**src/rtl/seq_decoder_pkg.sv**
```systemverilog
// Shared types for the sequenced one-hot decoder: command encoding and FSM states.
package seq_decoder_pkg;

  // Command encoding carried on in_mode
  typedef enum logic [1:0] {
    MODE_DIRECT    = 2'b00,
    MODE_SCAN_UP   = 2'b01,
    MODE_SCAN_DOWN = 2'b10,
    MODE_CLEAR     = 2'b11
  } mode_e;

  // Controller states: IDLE accepts commands, SCAN walks the code sequence
  typedef enum logic {
    ST_IDLE = 1'b0,
    ST_SCAN = 1'b1
  } state_e;

endpackage

```
**src/rtl/seq_decoder_onehot_dec.sv**
```systemverilog
// Combinational binary-to-one-hot decoder, shared by DIRECT and SCAN paths.
module onehot_dec #(
  parameter  int SEL_W = 3,
  localparam int OUT_W = 32'd1 << SEL_W
) (
  input  logic [SEL_W-1:0] sel,
  output logic [OUT_W-1:0] onehot
);

  // Exactly one bit set, chosen by sel; the output can never be multi-hot
  always_comb begin
    onehot      = {OUT_W{1'b0}};
    onehot[sel] = 1'b1;
  end

endmodule

```
**src/rtl/seq_decoder.sv**
```systemverilog
// Sequenced one-hot decoder: decodes a single select code (DIRECT) or walks
// a run of in_len+1 consecutive codes up or down (SCAN), with abort and
// clear. All outputs are registered; in_ready is the only combinational one.
module seq_decoder
  import seq_decoder_pkg::*;
#(
  parameter  int SEL_W      = 3,
  parameter  int LEN_W      = 4,
  parameter  int ACTIVE_LOW = 0,
  localparam int OUT_W      = 32'd1 << SEL_W
) (
  input  logic             clk,
  input  logic             rst_n,
  input  logic             in_valid,
  output logic             in_ready,
  input  logic [1:0]       in_mode,
  input  logic [SEL_W-1:0] in_sel,
  input  logic [LEN_W-1:0] in_len,
  input  logic             abort,
  output logic [OUT_W-1:0] y,
  output logic             y_valid,
  output logic             busy,
  output logic             done
);

  // Inactive level of y depends on output polarity
  localparam logic [OUT_W-1:0] Y_INACTIVE = (ACTIVE_LOW != 0) ? {OUT_W{1'b1}} : {OUT_W{1'b0}};
  localparam logic [SEL_W-1:0] SEL_ONE    = SEL_W'(1'b1);
  localparam logic [LEN_W-1:0] LEN_ZERO   = {LEN_W{1'b0}};
  localparam logic [LEN_W-1:0] LEN_ONE    = LEN_W'(1'b1);

  state_e           state_r;
  logic [SEL_W-1:0] code_r;     // code currently shown on y
  logic [LEN_W-1:0] remain_r;   // codes still to emit after the current one
  logic             dir_up_r;   // scan direction latched at acceptance

  logic             accept_s;
  logic [SEL_W-1:0] step_code_s;
  logic [SEL_W-1:0] dec_code_s;
  logic [OUT_W-1:0] dec_s;
  logic [OUT_W-1:0] y_next_s;

  // Commands are accepted only in IDLE, never during abort or reset
  assign in_ready = rst_n & (state_r == ST_IDLE) & ~abort;
  assign accept_s = in_valid & in_ready;

  // Next scan code; wraps modulo OUT_W through natural SEL_W-bit overflow
  always_comb begin
    step_code_s = code_r;
    if (dir_up_r) begin
      step_code_s = code_r + SEL_ONE;
    end else begin
      step_code_s = code_r - SEL_ONE;
    end
  end

  // A new command decodes its own select; otherwise the scan steps onward
  always_comb begin
    dec_code_s = step_code_s;
    if (accept_s) begin
      dec_code_s = in_sel;
    end else begin
      dec_code_s = step_code_s;
    end
  end

  onehot_dec #(
    .SEL_W (SEL_W)
  ) u_dec (
    .sel    (dec_code_s),
    .onehot (dec_s)
  );

  // Polarity applied in exactly one place, right before the y register
  always_comb begin
    y_next_s = dec_s;
    if (ACTIVE_LOW != 0) begin
      y_next_s = ~dec_s;
    end else begin
      y_next_s = dec_s;
    end
  end

  // Controller FSM with registered y, y_valid, busy and done
  always_ff @(posedge clk) begin
    if (!rst_n) begin
      state_r  <= ST_IDLE;
      y        <= Y_INACTIVE;
      y_valid  <= 1'b0;
      busy     <= 1'b0;
      done     <= 1'b0;
      code_r   <= {SEL_W{1'b0}};
      remain_r <= LEN_ZERO;
      dir_up_r <= 1'b0;
    end else begin
      case (state_r)
        ST_IDLE: begin
          done <= 1'b0;
          if (abort) begin
            // Abort in IDLE clears the held code; in_ready is low so nothing is accepted
            y       <= Y_INACTIVE;
            y_valid <= 1'b0;
            busy    <= 1'b0;
          end else if (accept_s) begin
            case (mode_e'(in_mode))
              MODE_DIRECT: begin
                y       <= y_next_s;
                y_valid <= 1'b1;
                busy    <= 1'b0;
                code_r  <= in_sel;
              end
              MODE_SCAN_UP, MODE_SCAN_DOWN: begin
                // First code appears immediately; a zero length is also the last code
                state_r  <= ST_SCAN;
                y        <= y_next_s;
                y_valid  <= 1'b1;
                busy     <= 1'b1;
                code_r   <= in_sel;
                remain_r <= in_len;
                dir_up_r <= (in_mode == MODE_SCAN_UP);
                done     <= (in_len == LEN_ZERO);
              end
              MODE_CLEAR: begin
                y       <= Y_INACTIVE;
                y_valid <= 1'b0;
                busy    <= 1'b0;
              end
              default: begin
                y       <= Y_INACTIVE;
                y_valid <= 1'b0;
                busy    <= 1'b0;
              end
            endcase
          end else begin
            busy <= 1'b0;
          end
        end
        ST_SCAN: begin
          if (abort) begin
            // Abort wins over the last code, so done never pulses here
            state_r  <= ST_IDLE;
            y        <= Y_INACTIVE;
            y_valid  <= 1'b0;
            busy     <= 1'b0;
            done     <= 1'b0;
            remain_r <= LEN_ZERO;
          end else if (remain_r == LEN_ZERO) begin
            // Last code was shown last cycle; hold it on y and return to IDLE
            state_r <= ST_IDLE;
            busy    <= 1'b0;
            done    <= 1'b0;
          end else begin
            code_r   <= step_code_s;
            remain_r <= remain_r - LEN_ONE;
            y        <= y_next_s;
            y_valid  <= 1'b1;
            busy     <= 1'b1;
            done     <= (remain_r == LEN_ONE);
          end
        end
        default: begin
          state_r  <= ST_IDLE;
          y        <= Y_INACTIVE;
          y_valid  <= 1'b0;
          busy     <= 1'b0;
          done     <= 1'b0;
          remain_r <= LEN_ZERO;
        end
      endcase
    end
  end

endmodule

```
**config.mk**
```make
export PLATFORM = sky130hd
export DESIGN_NAME = seq_decoder
export DESIGN_NICKNAME = d
export VERILOG_FILES = /design/src/rtl/seq_decoder_pkg.sv /design/src/rtl/seq_decoder_onehot_dec.sv /design/src/rtl/seq_decoder.sv
export SDC_FILE = /design/constraint.sdc
export NUM_CORES = 1
export LEC_CHECK = 0
export ABC_AREA = 1
export BUFFER_PORTS_ARGS = -buffer_cell sky130_fd_sc_hd__buf_2
export CAP_MARGIN = 20
export CORE_MARGIN = 1
export CORE_UTILIZATION = 48
export DETAILED_ROUTE_END_ITERATION = 12
export HOLD_SLACK_MARGIN = 0.05
export PLACE_DENSITY = 0.72
export REMOVE_ABC_BUFFERS = 1
export SETUP_SLACK_MARGIN = 0.05
export SYNTH_ARGS = -nofsm -noshare
export SYNTH_HDL_FRONTEND = slang
export SYNTH_SLANG_ARGS = --single-unit
```
**constraint.sdc**
```tcl
create_clock -name clk -period 2.3 [get_ports clk]
set_input_delay 0.345 -clock clk [delete_from_list [all_inputs] [get_ports clk]]
set_output_delay 0.345 -clock clk [all_outputs]
set_load 0.01 [all_outputs]
```
Word level (Yosys, flattened, before mapping)

Cells that the tools add are included.

Flip-flop bits (word level): 20
Output and inout bits: 12

$add $sub $neg: 3
Magnitude comparators: 2
Eq/ne operators: 12
Muxes and demuxes: 44
Bitwise operators: 5
Reductions and logical operators: 11

Operators with widths:

| kind                | count |
|---|---|
| $mux 8              | 4 |
| $pmux 8 s2          | 2 |
| $mux 3              | 7 |
| $mux 4              | 5 |
| $mux 1              | 17 |
| $pmux 1 s2          | 6 |
| $ne 2x2->1 const B  | 5 |
| $logic_not 4->1     | 2 |
| $pmux 4 s2          | 1 |
| $reduce_and 4->1    | 2 |
| $ne 3x3->1 const B  | 2 |
| $pmux 3 s2          | 1 |
| $reduce_and 5->1    | 1 |
| $eq 2x2->1 const B  | 2 |
| $eq 4x1->1 const B  | 1 |
| $lt 3x4->1 const B  | 1 |
| $reduce_or 2->1     | 2 |
| $sub 4x1->4 const B | 1 |
| $add 3x1->3 const B | 1 |
| $and 1x1->1         | 3 |
| $demux 1 s3         | 1 |
| $ge 3x1->1 const B  | 1 |
| $reduce_or 3->1     | 1 |
| $sub 3x1->3 const B | 1 |
| other kinds (6)     | 7 |

Logic depth before layout (Yosys ltp)

Gate-level depths: netlist of the first run.

Depth in word-level cells: 13
Gate-level depth with buffers: 9
Gate-level depth less buffers: 9

Hierarchy

Synthesis of the first run repeated with hierarchy kept, for this count alone.

Cells, all modules: 178
Area total of the unflattened synthesis: 1212.4 um^2

Modules (own cells, without submodules):

| module      | times used | cells an instance | area an instance (um^2) | seq. area each (um^2) |
|---|---|---|---|---|
| seq_decoder | 1          | 163               | 1156.1                  | 380.4 |
| onehot_dec  | 1          | 15                | 56.3                    | 0.0 |

Least setup slack after synthesis of the first run

No wires, ideal clock.

Path type: flip-flop to flip-flop
Start point: register code_r[0]
End point: register y[5]
Setup time: 0.067 ns
Arrival time: 1.372 ns
Setup slack: 0.860 ns
Cell stages (with the launch flop): 10
Period minus slack after synthesis: 1.440 ns
Path through: dfxtp_1 > inv_1 > fa_1 > inv_1 > nand3_1 > nand3_1 > nand2_1 > nor2_1 > nand2_1 > a21oi_2

Word-level cells in the longest chain between the ends: 11
Elaborated cells on any way between the ends: 15

RTL lines:

| element                                                               | line                                 | text |
|---|---|---|
| start: declaration                                                    | seq_decoder.sv:33                    | `logic [SEL_W-1:0] code_r;` |
| start signal: assignment                                              | seq_decoder.sv:92                    | `code_r <= {SEL_W{1'b0}};` |
| start signal: assignment                                              | seq_decoder.sv:110                   | `code_r <= in_sel;` |
| start signal: assignment                                              | seq_decoder.sv:118                   | `code_r <= in_sel;` |
| $sub 3x1->3 / $add 3x1->3 (equally long branches)                     | seq_decoder.sv:53, seq_decoder.sv:51 |  |
| $mux 3 (*)                                                            | seq_decoder.sv:50                    | `if (dir_up_r) begin` |
| $mux 3 (*)                                                            | seq_decoder.sv:60                    | `if (accept_s) begin` |
| $lt 3x4->1 (not written as such) / $ge 3x1->1 (equally long branches) | seq_decoder_onehot_dec.sv:13         | `onehot[sel] = 1'b1;` |
| $logic_and 1x1->1 (not written as such)                               | seq_decoder_onehot_dec.sv:13         |  |
| $mux 1 (not written as such)                                          | seq_decoder_onehot_dec.sv:13         |  |
| $demux 1 s3 (*)                                                       | --                                   |  |
| $pmux 8 s2                                                            | seq_decoder.sv:105                   | `case (mode_e'(in_mode))` |
| $mux 8                                                                | seq_decoder.sv:104                   | `end else if (accept_s) begin` |
| $mux 8                                                                | seq_decoder.sv:99                    | `if (abort) begin` |
| $pmux 8 s2 (*)                                                        | seq_decoder.sv:96                    | `case (state_r)` |
| end signal: assignment                                                | seq_decoder.sv:107                   | `y <= y_next_s;` |
| end signal: assignment                                                | seq_decoder.sv:115                   | `y <= y_next_s;` |
| end signal: assignment                                                | seq_decoder.sv:155                   | `y <= y_next_s;` |
| end: declaration                                                      | seq_decoder.sv:20                    | `output logic [OUT_W-1:0] y,` |

Mark *: on every way between the ends. The rest lies on a longest branch, timed or not. The select of a mux whose other input is x is not followed.
A chain may end at the register's enable or synchronous reset.

Final worst setup path of the first run

Start point: register state_r
End point: output in_ready

Word-level cells in the longest chain between the ends: 3

RTL lines:

| element                   | line               | text |
|---|---|---|
| start: declaration        | seq_decoder.sv:32  | `state_e state_r;` |
| start signal: assignment  | seq_decoder.sv:87  | `state_r <= ST_IDLE;` |
| start signal: assignment  | seq_decoder.sv:114 | `state_r <= ST_SCAN;` |
| start signal: assignment  | seq_decoder.sv:141 | `state_r <= ST_IDLE;` |
| $not 1->1 (no line)       | --                 |  |
| $and 1x1->1 (2 in series) | seq_decoder.sv:44  | `assign in_ready = rst_n & (state_r == ST_IDLE) & ~abort;` |
| end: declaration          | seq_decoder.sv:15  | `output logic in_ready,` |

Every way passes these cells.

==> summary.md, run 1 <==
| Metric | Value |
|---|---|
| Via count | roughly 1100 |
| Max Clk Rate | 0.604 GHz |
| Io pins | 25 |
| GRT Overall Usage | 0.219 |
| First-pass GRT wire length | 4.23 mm |
| Gate power share | 0.195 |
| Initial DRT Pass Iterations | 6 |
| Internal | ~450 µW |
| Yosys warning count | 0 |
| Average wire per standard cell | approximately 11 µm |
| ANT nets after route | 0 |
| Max-slew violation count | 0 |
| Status | completed |
| Top_reg_cell synth | dfxtp_1 |
| Rel. slew slack | 0.720 |
| Post-CTS setup buffer count | 0 |
| Hold_buf cts | 0 |
| Fillers | 229 |
| Post-Synth XOR/XNOR Area | 0 |
| Final Skew | between 9 and 10 ps |
| DR DRC count | 0 |
| Critical Path Fanout Max | 10 |
| Worst hold path type | in -> reg |
| DP Cell Count | roughly 210 |
| Slew @ Worst Pin | 419 ps |
| Final hold vios | 0 |
| Slowest stage delay, CP | approximately 460 ps |
| Cts bufs inserted | 3 |
| CP Cell Sequence | nor3_1, buf_2 |
| Mux cell area share after synthesis | 0 |
| Worst hold slack | ~350 ps |
| Largest family of logic cells by synthesized area | simple AND/OR/NAND/NOR gates |
| Die width | 51.1 µm |
| Synth Instances | 166 |
| Final cell count without fillers | 218 |
| Cts repair resizes | 0 |
| Clock buffer depth | 2 |
| # diodes | 0 |
| NumNets Final | 211 |
| Clock share of power | 0.269 |
| Remaining Overflow, GRT | 0 |
| Reg clk slew, reported paths | roughly 110 ps |
| Hpwl dp | ~1.9 mm |
| Die area | roughly 2600 µm² |
| Max-cap violation count | 0 |
| Port bufs | 24 |
| Gpl congestion | 0.833 |
| Setup violators final | 0 |
| Share of layout cells above drive strength 1 | 0.205 |
| Multi-input logic area | 679 µm² |
| CP arrival | roughly 1300 ps |
| Pwr dens | about 490 nW/µm² |
| Worst Setup Start Kind | register |
| Largest net degree at the start of global routing | 13 |
| Worst path slowest cell | dfxtp_1 |
| Commonest non-fill, non-tap cell in the layout | nand2_1 |
| Most frequent cells in the layout | nand2_1, buf_2, nor2_1 |
| Initial antenna violation count | 0 |
| Root Driver | clkbuf_4 |
| Leak | 0.627 nW |
| CP bufs+invs | 1 |
| Area delta synth->final | 12.9% |
| CP endpoint kind | output pin |
| Tcrit/Tclk final | 0.720 |
| EDFF count, synth | 0 |
| Ys async rst share | 0 |
| Final core occ | 0.585 |
| Core Box Area | 2230 µm² |
| Vias per std cell | ~5 |
| Distinct cells, synth | 23 |
| Storage cell area | between 300 and 400 µm² |
| Critical Path RT | about 2000 ps |
| Synth Area in Simple Gates | 0.363 |
| Setup TNS | 0 ps |
| CTS tree | done |
| Cell Rows | 17 |
| Post-layout minimum cycle time | around 1700 ps |
| H-tree lvl count | 1 |
| Synthesis-stage register bit count | 19 |
| Initial Util | 0.518 |
| Seq pwr share | 0.536 |
| Synthesized area per cell | between 6 and 7 µm² |
| CTS Sinks | 19 |
| Post-Syn Area | between 1000 and 1500 µm² |
| Crit path max-delay family | flip-flops |
| RSZ-0062 raised after global routing | false |
| Clock latency on the worst-skew pair | approximately 310 ps |
| Max IR drop VDD | about 360 µV |
| DR iter-0 viols | between 50 and 60 |
| Seq/Total Area, Yosys | 0.329 |
| Psw | 195 µW |
| Adder-Cell Fraction of Synth Area | 0.0822 |
| Critical path type | reg -> out |
| Via count of the first global-routing pass | 1018 |
| Sw frac | 0.305 |
| Drt total wl | 2.35 mm |
| Die height | around 50 µm |
| Synth Area in Compound Gates | 0.142 |
-- registers in the layout, indices dropped and copies added (netlist names) --
register / flops
done: 1
dir_up_r: 1
remain_r: 4
code_r: 3
y_valid: 1
y: 8
state_r: 1
-- logic make-up after synthesis --
family	Yosys count
AOI/OAI and AO/OA	29
adders and majority gates	7
buffers and inverters	21
DFF	19
and+or+nand+nor	90
-- worst paths after layout --
path	startpoint	endpoint	slack, ps	depth (start not counted)
setup / recovery	state_r	in_ready	640	2
hold / removal	rst_n	remain_r[1]	350	3
setup reg to reg	code_r[0]	y[4]	680	9
hold reg to reg	y[0]	y[0]	470	2
-- through the flow --
stage	setup slack, ps	power, mW	instance area, µm²
finish	645	0.641	1310
detailed placement	665	0.475	1280
CTS	654	0.648	1310
global placement	702	0.472	1280
floorplan	860	0.436	1120
global route	505	0.679	1310
-- power groups by stage --
stage          combinational [mW]  sequential [mW]  clock [mW]
2_1_floorplan              0.0855            0.350           0
3_3_place_gp                0.121            0.350           0
3_5_place_dp                0.124            0.351           0
4_1_cts                     0.125            0.343       0.180
5_1_grt                     0.145            0.345       0.189
6_report                    0.125            0.343       0.172
-- layer usage --
metal,track usage,share of wire
met5,0,0
met4,0.0741,0.0072
met3,0.0625,0.067
met2,0.351,0.47
met1,0.280,0.45
-- cell type report --
cell class	instances	share of cell area
well taps	28	0.0268
inverters	17	0.0489
repair buffers	24	0.0920
clock buffers	3	0.0172
clock inverters	1	0.00383
flip-flops and latches	19	0.291
multi-input cells	126	0.520
-- synth_stat cells (2+ instances only) --
master | count | area, µm²
nand2_1 | 48 | 180
nor2_1 | 20 | 75.1
dfxtp_1 | 19 | 380
inv_1 | 17 | 63.8
a21oi_1 | 13 | 65.1
nand3_1 | 11 | 55.1
o21ai_0 | 11 | 55.1
ha_1 | 6 | 75.1
nor2_4 | 3 | 33.8
a21oi_2 | 2 | 17.5
nand3_4 | 2 | 35.0
nor2_2 | 2 | 12.5
nor3_1 | 2 | 10.0
-- worst reg2reg max path: cells and delay by family, from the launching register on --
| family | cells | cell delay (ps) |
|---|---|---|
| AOI/OAI and AO/OA | 1 | 130 |
| adders and majority gates | 1 | 460 |
| buffers and inverters | 2 | 170 |
| DFF | 1 | 360 |
| and+or+nand+nor | 5 | 440 |
(Power assumes the default switching activity.)
==> run 2, diff against run 1 <==
--- a/config.mk
+++ b/config.mk
@@ -5,7 +5,7 @@
 export SDC_FILE = /design/constraint.sdc
 export NUM_CORES = 1
 export LEC_CHECK = 0
-export ABC_AREA = 1
+export ABC_AREA = 0
 export BUFFER_PORTS_ARGS = -buffer_cell sky130_fd_sc_hd__buf_2
 export CAP_MARGIN = 20
 export CORE_MARGIN = 1
==> constraint.sdc (replaced) <==
create_clock -name clk -period 1.7 [get_ports clk]
set_input_delay 0.255 -clock clk [delete_from_list [all_inputs] [get_ports clk]]
set_output_delay 0.255 -clock clk [all_outputs]
set_load 0.01 [all_outputs]
==> summary.md, run 2 <==
| Metric | Value |
|---|---|
| Die width | 50.3 µm (was 51.1 µm) |
| Seq pwr share | 0.506 (was 0.536) |
| Hold_buf cts | 0 (unchanged) |
| Via count | 1097 (was 1123) |
| CP endpoint kind | register (was output pin) |
| Worst hold path type | in -> reg (unchanged) |
| EDFF count, synth | 0 (unchanged) |
| Final hold vios | 0 (unchanged) |
| Fillers | 189 (was 229) |
| Max-slew violation count | 0 (unchanged) |
| RSZ-0062 raised after global routing | true (was false) |
| Initial DRT Pass Iterations | 4 (was 6) |
| # diodes | 0 (unchanged) |
| Initial antenna violation count | 0 (unchanged) |
| Critical Path RT | 1910 ps (was 1960 ps) |
| Post-layout minimum cycle time | 1650 ps |
| Post-Syn Area | 1120 µm² (was 1160 µm²) |
| Commonest non-fill, non-tap cell in the layout | buf_2 (was nand2_1) |
| CTS tree | done (unchanged) |
| CTS Sinks | 19 (unchanged) |
| Cell Rows | 17 (unchanged) |
| CP Cell Sequence | fa_2, xnor2_4, xnor2_2, a31o_2, a22o_1 (was nor3_1, buf_2) |
| Cts bufs inserted | 3 (unchanged) |
| Final Skew | 4.56 ps (was 9.05 ps) |
| NumNets Final | 179 (was 211) |
| Top_reg_cell synth | dfxtp_1 (unchanged) |
| Core Box Area | 2210 µm² (was 2230 µm²) |
| Final core occ | 0.651 (was 0.585) |
| First-pass GRT wire length | 4.33 mm (was 4.23 mm) |
| H-tree lvl count | 1 (unchanged) |
| Synthesized area per cell | 9.11 µm² (was 6.97 µm²) |
| Reg clk slew, reported paths | 120 ps (was 110 ps) |
| Worst Setup Start Kind | register (unchanged) |
| Die area | 2530 µm² (was 2610 µm²) |
| Rel. slew slack | 0.742 (was 0.720) |
| Internal | 645 µW (was 446 µW) |
| Worst Setup Slack, final | 47.1 ps (was 645 ps) |
| DR iter-0 viols | 32 (was 56) |
| Slowest stage delay, CP | 430 ps (was 460 ps) |
| Most instantiated cells after synthesis | dfxtp_1, nor2_1, inv_1, nand2_1 (was nand2_1, nor2_1, dfxtp_1, inv_1, a21oi_1) |
| CP arrival | 1860 ps (was 1310 ps) |
| Most common cell in the synthesized netlist | dfxtp_1 (was nand2_1) |
| Vias per std cell | 5.90 (was 5.15) |
| Remaining Overflow, GRT | 0 (unchanged) |
| Die height | 50.3 µm (was 51.1 µm) |
| Io pins | 25 (unchanged) |
| Top flop regs | y: 8 flops, remain_r: 4 flops, code_r: 3 flops (unchanged) |
| Clock buffer depth | 2 (unchanged) |
| Port bufs | 24 (unchanged) |
| Distinct cells, synth | 40 (was 23) |
| Tcrit/Tclk final | 0.972 |
| Critical path type | reg -> reg (was reg -> out) |
| DR DRC count | 0 (unchanged) |
| Critical Path Fanout Max | 4 (was 10) |
| Area delta synth->final | 28.5% (was 12.9%) |
| Synth area leader | dfxtp_1 (unchanged) |
| Pwr dens | 641 nW/µm² (was 491 nW/µm²) |
| Worst path slowest cell | fa_2 (was dfxtp_1) |
| ANT nets after route | 0 (unchanged) |
| Average wire per standard cell | 16.0 µm (was 10.8 µm) |
| Sw frac | 0.301 (was 0.305) |
| Most frequent cells in the layout | buf_2, dfxtp_1, nor2_1 (was nand2_1, buf_2, nor2_1) |
| Setup violators final | 0 (unchanged) |
| Largest net degree at the start of global routing | 12 (was 13) |
| Synth area leaders | dfxtp_1, ha_1, nor2_1, o2bb2ai_1, a22o_1 (was dfxtp_1, nand2_1, ha_1, nor2_1, a21oi_1) |
| Slew @ Worst Pin | 386 ps (was 419 ps) |
| Share of layout cells above drive strength 1 | 0.386 (was 0.205) |
| Max Clk Rate | just over 0.6 GHz |
| Pre-CTS setup slack | -82.1 ps (was 665 ps) |
| Max IR drop VDD | 417 µV (was 363 µV) |
| Ys async rst share | 0 (unchanged) |
| Post-synth top area share | 0.339 (was 0.329) |
| Initial Util | 0.507 (was 0.518) |
| Gate power share | 0.231 (was 0.195) |
| Synth Instances | 123 (was 166) |
| Seq/Total Area, Yosys | 0.339 (was 0.329) |
| Via count of the first global-routing pass | 959 (was 1018) |
| Biggest register | y (unchanged) |
| Max-cap violation count | 0 (unchanged) |
| Largest register FFs | 8 (unchanged) |
| Clock share of power | 0.263 (was 0.269) |
| Synthesis-stage register bit count | 19 (unchanged) |
| GRT Overall Usage | 0.233 (was 0.219) |
| Status | completed (unchanged) |
| Drt total wl | 2.98 mm (was 2.35 mm) |
| Clock latency on the worst-skew pair | 310 ps (about the same) |
| Psw | 278 µW (was 195 µW) |
| Leak | 0.642 nW (was 0.627 nW) |
| Gpl congestion | 0.817 (was 0.833) |
| Root Driver | clkbuf_4 (unchanged) |
| Yosys warning count | 0 (unchanged) |
| Hpwl dp | 2.07 mm (was 1.90 mm) |
-- run 2: path summary, 6_finish.rpt --
check | slack (ps) | from | cells past startpoint | end
max | 50 | dir_up_r | 5 | y[5]
min | 210 | in_valid | 2 | y_valid
max reg2reg | 50 | dir_up_r | 5 | y[5]
min reg2reg | 480 | y[7] | 1 | y[7]
-- run 2: per-stage QoR --
stage | hold slack (ps) | power (mW) | setup TNS, ps | cells | area [µm²]
after floorplan | 373 | 0.577 | -89.5 | 118 | 1090
after global placement | 443 | 0.636 | -35.6 | 178 | 1310
after detailed placement | 452 | 0.641 | -268 | 178 | 1310
after CTS | 213 | 0.887 | 0 | 183 | 1380
after global routing | 210 | 0.957 | -54.6 | 186 | 1440
final | 212 | 0.923 | 0 | 186 | 1440
-- run 2: critical path: cells and delay by family (launching register included) --
family	cells	cell delay, ps
adder cells (fa/ha/maj)	1	430
AO/OA/AOI/OAI	2	450
flip-flops	1	350
XOR/XNOR	2	320
-- run 2: cell families (layout without fill, tap and decap cells) --
logic type / after synthesis / count (layout) / synth area share
xor gates and xnor gates: 2 / 2 / 0.0156
buffers and inverters: 13 / 48 / 0.0536
DFF: 19 / 19 / 0.339
and+or+nand+nor: 40 / 40 / 0.201
adders and majority gates: 7 / 7 / 0.0848
AOI/OAI and AO/OA: 39 / 39 / 0.275
muxes: 3 / 3 / 0.0312
-- run 2: cell type report --
class | instances | area (µm²) | share of cell area
Sequential cell | 19 | 385 | 0.268
Inverter | 8 | 30.0 | 0.0209
Timing Repair Buffer | 36 | 214 | 0.149
Multi-Input combinational cell | 91 | 748 | 0.520
Clock buffer | 3 | 22.5 | 0.0156
Clock inverter | 1 | 5.00 | 0.00348
Tap cell | 28 | 35.0 | 0.0243
-- run 2: repair_timing --
action	in CTS	in global routing
setup buffers	1	3
endpoints found under the setup margin	11	12
hold endpoints to repair	0	0
pin swaps	6	8
gates resized for setup	10	9
-- run 2: power groups by stage --
stage	Sequential, mW	Combinational, mW	Clock, mW
floorplan	0.475	0.101	0
global placement	0.474	0.162	0
detailed placement	0.475	0.166	0
CTS	0.466	0.183	0.237
global route	0.468	0.229	0.259
finish	0.467	0.213	0.243
-- run 2: metal layers --
| layer | GRT usage | vias up | wire length (µm) |
|---|---|---|---|
| li1 | - | 527 | - |
| met1 | 0.269 | 529 | 1320 |
| met2 | 0.420 | 31 | 1460 |
| met3 | 0.0273 | 10 | 99 |
| met4 | 0.111 | 0 | 108 |
| met5 | 0 | - | 0 |
